==> config.mk <==
export PLATFORM = sky130hd
export DESIGN_NAME = scan_selector
export DESIGN_NICKNAME = d
export VERILOG_FILES = /design/src/rtl/sel_pkg.sv /design/src/rtl/sel_dwell_cnt.sv /design/src/rtl/scan_selector.sv
export SDC_FILE = /design/constraint.sdc
export NUM_CORES = 1
export LEC_CHECK = 0
export ABC_AREA = 1
export CAP_MARGIN = 20
export CORE_ASPECT_RATIO = 1.2
export CORE_MARGIN = 8
export CORE_UTILIZATION = 40
export CTS_CLUSTER_SIZE = 8
export DETAILED_ROUTE_END_ITERATION = 6
export GPL_TIMING_DRIVEN = 0
export PLACE_DENSITY = 0.76
export SLEW_MARGIN = 20
export SYNTH_ARGS = -nofsm -noshare
export SYNTH_HDL_FRONTEND = slang
export SYNTH_SLANG_ARGS = --single-unit
==> constraint.sdc <==
create_clock -name iClk -period 1.9 [get_ports iClk]
set_input_delay 0.19 -clock iClk [delete_from_list [all_inputs] [get_ports iClk]]
set_output_delay 0.19 -clock iClk [all_outputs]
set_load 0.05 [all_outputs]
==> src/rtl/sel_pkg.sv <==
`default_nettype none
// ============================================================================
//  Module      : sel_pkg
//  Description : Shared state encoding, mode constants and index-width helper
//                for the scan selector.
//  Revision    : 1.0 - initial release
// ============================================================================
package sel_pkg;

    typedef enum logic [1:0] {
        MANUAL = 2'd0,
        SCAN   = 2'd1,
        PAUSE  = 2'd2
    } sel_state_e;

    localparam logic MODE_MANUAL = 1'b0;
    localparam logic MODE_SCAN   = 1'b1;

    // Bits needed to hold values 0..n-1, never less than one bit.
    function automatic int idx_width(input int n);
        return (n > 1) ? $clog2(n) : 1;
    endfunction

endpackage
`default_nettype wire

==> src/rtl/sel_dwell_cnt.sv <==
`default_nettype none
// ============================================================================
//  Module      : sel_dwell_cnt
//  Description : Dwell counter; counts enabled cycles and flags the cycle in
//                which the count reaches DWELL-1, then wraps to zero.
//  Revision    : 1.0 - initial release
// ============================================================================
module sel_dwell_cnt
    import sel_pkg::*;
#(
    parameter int DWELL = 4
) (
    input  logic iClk,
    input  logic iRst,
    input  logic iClear,
    input  logic iEnable,
    output logic oExpire
);

    localparam int CW = idx_width(DWELL);

    logic [CW-1:0] r_cnt_q;
    logic [CW-1:0] w_cnt_d;
    logic [CW-1:0] w_cnt_eff;
    logic          w_expire;

    // A clear takes effect in the same cycle, so a cleared counter can count.
    always_comb begin
        w_cnt_eff = iClear ? '0 : r_cnt_q;
        w_expire  = iEnable && (w_cnt_eff == CW'(DWELL - 1));
        w_cnt_d   = w_cnt_eff;
        if (iEnable) begin
            w_cnt_d = w_expire ? '0 : (w_cnt_eff + CW'(1));
        end
    end

    always_ff @(posedge iClk) begin
        if (iRst) begin
            r_cnt_q <= '0;
        end else begin
            r_cnt_q <= w_cnt_d;
        end
    end

    assign oExpire = w_expire;

endmodule
`default_nettype wire

==> src/rtl/scan_selector.sv <==
`default_nettype none
// ============================================================================
//  Module      : scan_selector
//  Description : N-channel selector with manual select and auto-scan modes.
//                Optional macro SCAN_SEL_MASK_EN adds a channel-enable mask.
//  Revision    : 1.0 - initial release
// ============================================================================
module scan_selector
    import sel_pkg::*;
#(
    parameter  int N     = 4,
    parameter  int W     = 4,
    parameter  int DWELL = 4,
    localparam int SW    = idx_width(N)
) (
    input  logic           iClk,
    input  logic           iRst,
    input  logic [N*W-1:0] iData,
    input  logic           iMode,
    input  logic [SW-1:0]  iSel,
    input  logic           iHold,
`ifdef SCAN_SEL_MASK_EN
    input  logic [N-1:0]   iMask,
`endif
    output logic [W-1:0]   oZ,
    output logic [SW-1:0]  oCh,
    output logic           oStep
);

    sel_state_e    r_state_q;
    sel_state_e    w_state_d;
    logic [SW-1:0] r_ch_q;
    logic [SW-1:0] w_ch_d;
    logic [W-1:0]  r_z_q;
    logic [W-1:0]  w_z_d;
    logic          r_step_q;
    logic          w_step_d;

    logic [N-1:0]  w_en;
    logic [SW-1:0] w_next_ch;
    logic          w_next_ok;
    logic          w_ch_en;
    logic          w_sel_ok;
    logic          w_expire;

`ifdef SCAN_SEL_MASK_EN
    assign w_en = iMask;
`else
    assign w_en = '1;
`endif

    always_comb begin
        if (iMode == MODE_MANUAL) begin
            w_state_d = MANUAL;
        end else if (iHold) begin
            w_state_d = PAUSE;
        end else begin
            w_state_d = SCAN;
        end
    end

    // The first cycle after MANUAL starts the dwell from zero.
    sel_dwell_cnt #(
        .DWELL (DWELL)
    ) u_dwell (
        .iClk    (iClk),
        .iRst    (iRst),
        .iClear  (r_state_q == MANUAL),
        .iEnable (w_state_d == SCAN),
        .oExpire (w_expire)
    );

    // Nearest enabled channel above the current one, modulo N.
    always_comb begin
        w_next_ch = r_ch_q;
        w_next_ok = 1'b0;
        for (int k = N; k >= 1; k--) begin
            for (int j = 0; j < N; j++) begin
                if ((j == (int'(r_ch_q) + k) % N) && w_en[j]) begin
                    w_next_ch = SW'(j);
                    w_next_ok = 1'b1;
                end
            end
        end
    end

    assign w_sel_ok = ({{(32-SW){1'b0}}, iSel} < 32'(N));

    always_comb begin
        w_ch_d   = r_ch_q;
        w_step_d = 1'b0;
        case (w_state_d)
            MANUAL: begin
                if (w_sel_ok) begin
                    w_ch_d = iSel;
                end
            end
            SCAN: begin
                if (w_expire && w_next_ok) begin
                    w_ch_d   = w_next_ch;
                    w_step_d = 1'b1;
                end
            end
            default: begin
            end
        endcase

        w_z_d   = '0;
        w_ch_en = 1'b0;
        for (int k = 0; k < N; k++) begin
            if (w_ch_d == SW'(k)) begin
                w_z_d   = iData[k*W +: W];
                w_ch_en = w_en[k];
            end
        end
        if ((w_state_d == MANUAL) && !w_ch_en) begin
            w_z_d = '0;
        end
    end

    always_ff @(posedge iClk) begin
        if (iRst) begin
            r_state_q <= MANUAL;
            r_ch_q    <= '0;
            r_z_q     <= '0;
            r_step_q  <= 1'b0;
        end else begin
            r_state_q <= w_state_d;
            r_ch_q    <= w_ch_d;
            r_z_q     <= w_z_d;
            r_step_q  <= w_step_d;
        end
    end

    assign oZ    = r_z_q;
    assign oCh   = r_ch_q;
    assign oStep = r_step_q;

endmodule
`default_nettype wire
== Word level (Yosys, flattened, before mapping) ==
Cells that the tools add are included.
W data, S select, Z words.

* Add/subtract/negate cells: 5
* Equality and inequality tests: 17
* Multiplexer cells: 48
* Bitwise operators: 5
* Reduce and logical (&&, ||, !) cells: 17

{| class="wikitable"
|+ Operators with widths
! cell !! count
|-
| $logic_not A32 Y1 || 4
|-
| $mux W2 || 22
|-
| $eq A3 B3 Y1 const A || 8
|-
| $mux W1 || 21
|-
| $mux W4 || 4
|-
| $eq A2 B3 Y1 const A || 4
|-
| $reduce_or A2 Y1 || 6
|-
| $add A2 B1 Y2 const B || 3
|-
| $eq A2 B2 Y1 const B || 3
|-
| $logic_not A2 Y1 || 3
|-
| $add A2 B2 Y2 const B || 2
|-
| $and A1 B1 Y1 const A || 4
|-
| $eq A2 B1 Y1 const B || 2
|-
| $pmux W2 S2 || 1
|-
| $logic_and A1 B1 Y1 || 3
|-
| $logic_not A1 Y1 || 1
|-
| $not A1 Y1 || 1
|}

* Bits in registers: 11
* Bits of input ports: 22
* Output and inout bits: 7
* Word-level logic and storage cells: 97

== Depth between registers and ports, before layout ==
Gate-level depths: netlist of the first run.

* Depth in word-level cells: 31
* Gate-level depth with buffers: 15
* Gate-level depth less buffers: 15

== Cells and area by module ==
From an unflattened synthesis of the first run, not the netlist that was laid out.

* Cells, all modules: 124
* Area, all modules: 828.3 um^2

{| class="wikitable"
|+ By module, submodules not included
! module !! times used !! cells each !! area an instance (um^2)
|-
| scan_selector || 1 || 103 || 701.9
|-
| sel_dwell_cnt || 1 || 21 || 126.4
|}

== Worst setup path before layout of the first run ==
Ideal clock, no wire load.

* Kind: flip-flop to flip-flop
* Start: register r_ch_q[1] (netlist: oCh[1])
* End: register r_z_q[0] (netlist: oZ[0])
* Arrival time: 1.947 ns
* Required time: 1.791 ns
* Path slack: -0.156 ns
* Stages on the path, launching flop included: 16
* Path buffers: 1
* Period minus slack after synthesis: 2.056 ns
* Cells stage by stage: dfxtp_1 inv_1 ha_1 inv_1 nand2_1 nor2_1 nand2_1 nand2_2 nand2_1 nand2_2 buf_6 nand3_1 nand2_1 inv_1 nand2_1 inv_1

* Longest elaborated chain between the ends: 31

{| class="wikitable"
|+ RTL lines
! element !! RTL line !! text
|-
| from (decl) || scan_selector.sv:32 || <nowiki>logic [SW-1:0] r_ch_q;</nowiki>
|-
| from (signal assigned) || scan_selector.sv:129 || <nowiki>r_ch_q <= w_ch_d;</nowiki>
|-
| $add A2 B1 Y2 || scan_selector.sv:79 || <nowiki>if ((j == (int'(r_ch_q) + k) % N) && w_en[j]) begin</nowiki>
|-
| $reduce_or A2 Y1 (no line) || - ||
|-
| $and A1 B1 Y1 (no line) || - ||
|-
| $logic_not A32 Y1 || scan_selector.sv:79 ||
|-
| $mux W1 (16 in a row) || scan_selector.sv:79 ||
|-
| $logic_and A1 B1 Y1 || scan_selector.sv:99 || <nowiki>if (w_expire && w_next_ok) begin</nowiki>
|-
| $mux W2 || scan_selector.sv:99 ||
|-
| $pmux W2 S2 * || scan_selector.sv:92 || <nowiki>case (w_state_d)</nowiki>
|-
| $logic_not A2 Y1 || scan_selector.sv:111 || <nowiki>if (w_ch_d == SW'(k)) begin</nowiki>
|-
| $mux W1 (4 in a row) || scan_selector.sv:111 ||
|-
| $logic_not A1 Y1 || scan_selector.sv:116 || <nowiki>if ((w_state_d == MANUAL) && !w_ch_en) begin</nowiki>
|-
| $logic_and A1 B1 Y1 || scan_selector.sv:116 ||
|-
| $reduce_or A2 Y1 (no line) || - ||
|-
| to (signal assigned) || scan_selector.sv:130 || <nowiki>r_z_q <= w_z_d;</nowiki>
|-
| to (decl) || scan_selector.sv:34 || <nowiki>logic [W-1:0] r_z_q;</nowiki>
|}

Every way passes the cells marked *; elsewhere a longest branch is shown, timed or not.
A chain may end at the register's enable or synchronous reset.

== Final worst setup path of the first run ==
* Start: register r_ch_q[1] (netlist: oCh[1])
* End: register r_z_q[3] (netlist: oZ[3])

The elaborated chain is that of the path after synthesis.

==> results.py, run 1 <==
metrics = {
    "status": {
        "status": "finished clean",
    },
    "yosys": {
        "synth_top_family_by_area": "simple AND/OR/NAND/NOR gates",
        "synthesis.area_sq_um": 778,
        "async_flop_share": 0,
        "synth_compound_area_frac": 0.0788,
        "synth-xor-area-share": 0,
        "ys_seq_elements": 11,
        "yosys-top-cells-area": "dfxtp_1 28%, inv_1 14%, ha_1 13%",
        "ys_seq_area_frac": 0.283,
        "synth_most_common_cell": "inv_1",
        "synth_commonest_cells": "28 x inv_1, 20 x nand2_1, 11 x dfxtp_1",
        "synth_edf_count": 0,
        "syn_inst": 113,
        "synth_simple_gate_area_frac": 0.355,
        "synth_top_area_share": 0.283,
        "ys_types": 18,
        "synthFlopType": "dfxtp_1",
        "synthAdderAreaFrac": 0.129,
        "yosys_warnings": 0,
        "syn_avg_cell_area_sq_um": 6.89,
        "synth_top_area_cell": "dfxtp_1",
        "synth_mux_area_frac": 0,
        "syn_nets": 143,
    },
    "clock_tree": {
        "ctsHtreeMaxLevel": 1,
        "clock-sinks": 11,
        "cts_max_path_buffers": 2,
        "numCtsBuffers": 3,
        "clock_latency_ns": 0.27,
        "root_buffer": "clkbuf_4",
        "cts_hold_buf": 0,
        "path_clk_slew_ns": 0.07,
        "cts_tree": "yes",
    },
    "floorplan": {
        "die_h_um": 64.3,
        "rows": 17,
        "core_area_sq_um": 1830,
        "die_w_um": 56.3,
        "ios": 29,
        "dieArea_sq_um": 3620,
        "start_util": 0.425,
    },
    "global_routing": {
        "grt_start_max_net_pins": 11,
        "grt-ovfl-total": 0,
        "antenna_found_initial": 0,
        "grt_pass1_vias": 853,
        "track_usage": 0.110,
        "grt_first_pass_wirelength_mm": 3.39,
    },
    "pwr": {
        "total_power_w": 0.000602,
        "pwr_density_cell_nw_per_um2": 527,
        "ir_drop_mv": 0.329,
        "cellLeakagePower_nw": 0.577,
    },
    "route": {
        "vias": 781,
        "wl_met3_um": 87,
        "wl_per_cell_um": 10.9,
        "totalWireLength_mm": 1.82,
        "ant_nets": 0,
        "highest_layer": "met4",
        "route.detailed.drc": 0,
        "drt-pass1-iter-count": 4,
        "wl_met2_mm": 1.02,
        "viasPerCell": 4.68,
        "drt_iter0_drc": 4,
        "met1_length_um": 696,
    },
    "layout": {
        "nNetsFinal": 179,
        "syn2layout_area_growth_pct": 46.9,
        "drive_gt1_frac": 0.149,
        "antenna_cells": 0,
    },
    "timing": {
        "fmax_ghz": 0.575,
        "setup-tns-final_ns": 0,
        "hold_viol": 0,
        "finalMaxSlewViolations": 0,
        "clock-skew-final_ns": 0.000657,
        "layout_min_cycle_time_ns": 1.74,
        "slew-limit-headroom": 0.653,
        "timing.final.crit_share": 0.916,
        "worstMarginPinSlew_ns": 0.519,
        "setup_viol": 0,
    },
    "setup_path": {
        "required_ns": 2.07,
        "path_class": "reg2reg",
        "cp_common_cell": "nand2_1",
        "worstPathMaxFanout": 9,
        "path_depth": 14,
        "crit_arrival_ns": 1.91,
        "r2r_cells": 14,
        "slowest_stage": "dfxtp_2",
        "cp_slowest_stage_delay_ns": 0.39,
        "crit_buf_inv": 3,
        "endpoint_kind": "register",
        "cp_cell_sequence": "inv_2, ha_1, inv_1, nand2_1, nor2_1, nand2_1, nand2_2, nand2_2, nand3_4, nand2_4, o21ai_1, nand3_1, nand2_1, inv_1",
        "crit_family": "simple AND/OR/NAND/NOR gates",
        "worstSetupStartpointType": "register",
    },
    "placed_design": {
        "io_buffers": 28,
        "routabilityCongestion": 0.802,
        "hpwl_mm": 1.61,
    },
    "min_path": {
        "hold_depth": 2,
        "min_path_type": "reg2reg",
    },
    "run": {
        "drv_cap": 0,
    },
}
==> final timing paths <==
path | startpoint | endpoint | slack [ns]
worst min-delay path | u_dwell.r_cnt_q[0] | u_dwell.r_cnt_q[0] | 0.49
worst max register to register | oCh[1] | oZ[3] | 0.16
worst max-delay path | oCh[1] | oZ[3] | 0.16
worst min register to register | u_dwell.r_cnt_q[0] | u_dwell.r_cnt_q[0] | 0.49
==> tightest hold or removal path, stage by stage, from the launching register on <==
cell     delay (ns)
dfxtp_1        0.31
o21ai_2        0.07
o21ai_0        0.08
==> sequential cells by signal, indices dropped and copies added (netlist names) <==
name,cells
u_dwell.r_cnt_q,2
oZ,4
r_state_q,2
oCh,2
oStep,1
==> placed cells by master, fill, tap and decap left out, types with 3 or more instances in the layout <==
cell,Yosys,routed
buf_4,0,3
clkbuf_4,0,3
clkdlybuf4s50_1,0,28
dfxtp_1,11,9
ha_1,8,8
inv_1,28,26
nand2_1,20,20
nand2_2,5,5
nand3_1,9,9
nand4_1,7,7
nor2_1,9,9
o21ai_1,4,4
==> where the power goes <==
group / internal (W) / switching (W)
Sequential: 0.000244 / 0.00000792
Combinational: 0.0000884 / 0.000106
Clock: 0.0000813 / 0.0000749
==> per-layer routing <==
layer | vias up | global-route usage
met2 | 24 | 0.219
met3 | 2 | 0.0316
met5 | - | 0
met1 | 336 | 0.0981
met4 | 0 | 0.0452
li1 | 419 | -
==> what timing repair did <==
action,CTS,global route
endpoints found under the setup margin,0,4
gates resized for setup,0,7
setup buffers,0,3
==> per-stage QoR <==
| stage | cell area [sq um] | hold slack [ns] | util | setup WS [ns] | instances |
|---|---|---|---|---|---|
| after CTS | 1110 | 0.540 | 0.607 | 0.0346 | 164 |
| after floorplan | 781 | 0.252 | - | 0.0886 | 113 |
| after global routing | 1140 | 0.529 | 0.625 | -0.0199 | 167 |
| final | 1140 | 0.494 | 0.625 | 0.160 | 167 |
| after global placement | 1080 | 0.503 | 0.593 | 0.103 | 160 |
| after detailed placement | 1080 | 0.548 | 0.593 | 0.0513 | 160 |
==> logic make-up (layout without fill, tap and decap cells) <==
family	count (synthesis)	count (layout)
AND/OR/NAND/NOR	54	54
flip-flops	11	11
AO/OA/AOI/OAI	10	10
adder cells (fa/ha/maj)	8	8
buffers and inverters	30	65
==> final cells by class <==
class	instances	area, sq um
Timing Repair Buffer	31	303
Buffer	1	11.3
Clock buffer	4	26.3
Fill cell	184	686
Inverter	29	109
Tap cell	19	23.8
Multi-Input combinational cell	72	445
Sequential cell	11	225
No activity file was read; power rests on OpenSTA's default activity.
==> run 2: changes to the inputs <==
--- a/config.mk
+++ b/config.mk
@@ -7,7 +7,6 @@
 export LEC_CHECK = 0
 export ABC_AREA = 1
 export CAP_MARGIN = 20
-export CORE_ASPECT_RATIO = 1.2
 export CORE_MARGIN = 8
 export CORE_UTILIZATION = 40
 export CTS_CLUSTER_SIZE = 8
==> results.py, run 2 (same netlist as run 1, synthesis figures left out) <==
metrics = {
    "floorplan": {
        "ios": 29,
        "die_h_um": 60.1,
        "rows": 16,
        "dieArea_sq_um": 3610,
        "die_w_um": 60.1,
        "core_area_sq_um": 1900,
        "start_util": 0.409,
    },
    "route": {
        "viasPerCell": 4.66,
        "vias": 838,
        "wl_per_cell_um": 11.4,
        "route.detailed.drc": 0,
        "totalWireLength_mm": 2.05,
        "drt_iter0_drc": 34,
        "drt-pass1-iter-count": 4,
        "ant_nets": 0,
    },
    "pwr": {
        "cellLeakagePower_nw": 0.603,
        "p_int_w": 0.000414,
        "total_power_w": 0.000614,
        "ir_drop_mv": 0.298,
        "seqPwrFrac": 0.408,
        "clkPwrFrac": 0.259,
        "swShare": 0.325,
        "switchingPower_w": 0.000200,
        "pwr_density_cell_nw_per_um2": 512,
        "p_comb_frac": 0.333,
    },
    "setup_path": {
        "worstSetupStartpointType": "register",
        "required_ns": 2.12,
        "path_class": "reg2reg",
        "endpoint_kind": "register",
        "crit_arrival_ns": 1.97,
        "worstPathMaxFanout": 6,
    },
    "timing": {
        "fmax_ghz": 0.572,
        "slew-limit-headroom": 0.662,
        "setup_viol": 0,
        "worstMarginPinSlew_ns": 0.505,
        "layout_min_cycle_time_ns": 1.75,
        "finalMaxSlewViolations": 0,
        "rsz0062_at_grt": "yes",
        "timing.final.crit_share": 0.921,
        "hold_viol": 0,
        "clock-skew-final_ns": 0.00355,
    },
    "layout": {
        "postLayoutCoreUtil": 0.631,
        "drive_gt1_frac": 0.196,
        "final_common_cell": "clkdlybuf4s50_1",
        "syn2layout_area_growth_pct": 54.2,
        "layout_common_cells": "28 x clkdlybuf4s50_1, 26 x inv_1, 20 x nand2_1",
        "largest_reg_flops": 4,
        "layout.cells.non_filler": 180,
        "nNetsFinal": 184,
        "finalInstanceArea_sq_um": 1200,
        "antenna_cells": 0,
        "num-fill-cells": 169,
    },
    "placed_design": {
        "routabilityCongestion": 0.807,
        "io_buffers": 28,
        "placed_area_sq_um": 1090,
        "place_inst": 168,
        "hpwl_mm": 1.50,
    },
    "global_routing": {
        "track_usage": 0.108,
        "grt_pass1_vias": 749,
        "grt_start_max_net_pins": 11,
        "grt_first_pass_wirelength_mm": 3.11,
        "grt-ovfl-total": 0,
        "antenna_found_initial": 0,
    },
    "status": {
        "status": "finished clean",
    },
    "clock_tree": {
        "ctsHtreeMaxLevel": 1,
        "path_clk_slew_ns": 0.07,
        "clock_latency_ns": 0.27,
        "cts_tree": "yes",
        "clock-sinks": 11,
        "root_buffer": "clkbuf_4",
        "numCtsBuffers": 3,
        "cts_max_path_buffers": 2,
    },
    "run": {
        "drv_cap": 0,
    },
    "min_path": {
        "min_path_type": "in2reg",
    },
}
==> run 2: cell types whose count changed in the layout (fill, tap and decap cells not counted) <==
cell,previous run,this run
o21ai_2,2,3
buf_4,3,8
clkinv_2,0,1
o21ai_1,4,3
dfxtp_4,1,2
dfxtp_1,9,8
clkbuf_1,1,0
==> run 2: cell type report <==
| class | instances | area, sq um | area share |
|---|---|---|---|
| repair buffers | 36 | 340 | 0.284 |
| multi-input cells | 72 | 449 | 0.374 |
| well taps | 27 | 33.8 | 0.0282 |
| plain buffers | 1 | 11.3 | 0.00938 |
| inverters | 29 | 109 | 0.0907 |
| clock buffers | 3 | 22.5 | 0.0188 |
| clock inverters | 1 | 5.00 | 0.00417 |
| flip-flops and latches | 11 | 229 | 0.191 |
==> run 2: timing repair <==
item                       CTS  global route
hold buffers                 0             0
setup endpoints to repair    0             4
resized for setup            0            11
setup buffers                0             7
==> run 2: metal layers <==
| metal | GRT usage | part of all wire | vias up |
|---|---|---|---|
| met4 | 0.0408 | 0.012 | 0 |
| met3 | 0.0194 | 0.044 | 4 |
| met1 | 0.132 | 0.43 | 375 |
| li1 | - | - | 430 |
| met2 | 0.178 | 0.51 | 29 |
| met5 | 0 | 0 | - |
==> run 2: through the flow <==
step                      setup WS, ns  setup TNS [ns]  hold slack (ns)
after floorplan                 0.0886               0            0.252
after global placement          0.0888               0            0.505
after detailed placement        0.0608               0            0.524
after CTS                       0.0502               0            0.523
after global routing           -0.0313         -0.0358            0.567
final                            0.151               0            0.519
==> run 2: critical path: stages, from the launching register on <==
cell and delay (ns):
dfxtp_4 0.38, inv_1 0.07, ha_1 0.19, inv_1 0.05
nand2_1 0.06, nor2_1 0.08, nand2_1 0.09, nand2_2 0.14
nand2_1 0.08, nand2_2 0.09, buf_4 0.15, nand4_1 0.11
nand3_1 0.11, nand2_1 0.06, inv_1 0.04
==> run 2: power groups by stage <==
stage	Clock (W)	Sequential [W]	Combinational, W
floorplan	0	0.000294	0.0000739
finish	0.000159	0.000251	0.000204
detailed placement	0	0.000257	0.000193
CTS	0.000158	0.000252	0.000193
global placement	0	0.000257	0.000190
global route	0.000173	0.000252	0.000223
==> run 2: worst paths after layout <==
path                                          from                 end  slack (ns)  cells after the start
worst max-delay path                        oCh[0]               oZ[0]        0.15                     14
worst min-delay path                         iHold        r_state_q[1]        0.52                      3
worst max register to register              oCh[0]               oZ[0]        0.15                     14
worst min register to register  u_dwell.r_cnt_q[0]  u_dwell.r_cnt_q[0]        0.52                      3
==> run 3: changes to the inputs <==
--- a/config.mk
+++ b/config.mk
@@ -9,7 +9,6 @@
 export CAP_MARGIN = 20
 export CORE_MARGIN = 8
 export CORE_UTILIZATION = 40
-export CTS_CLUSTER_SIZE = 8
 export DETAILED_ROUTE_END_ITERATION = 6
 export GPL_TIMING_DRIVEN = 0
 export PLACE_DENSITY = 0.76
==> results of run 3 <==
No change in the layout: final DEF, timing and power equal those of run 2.
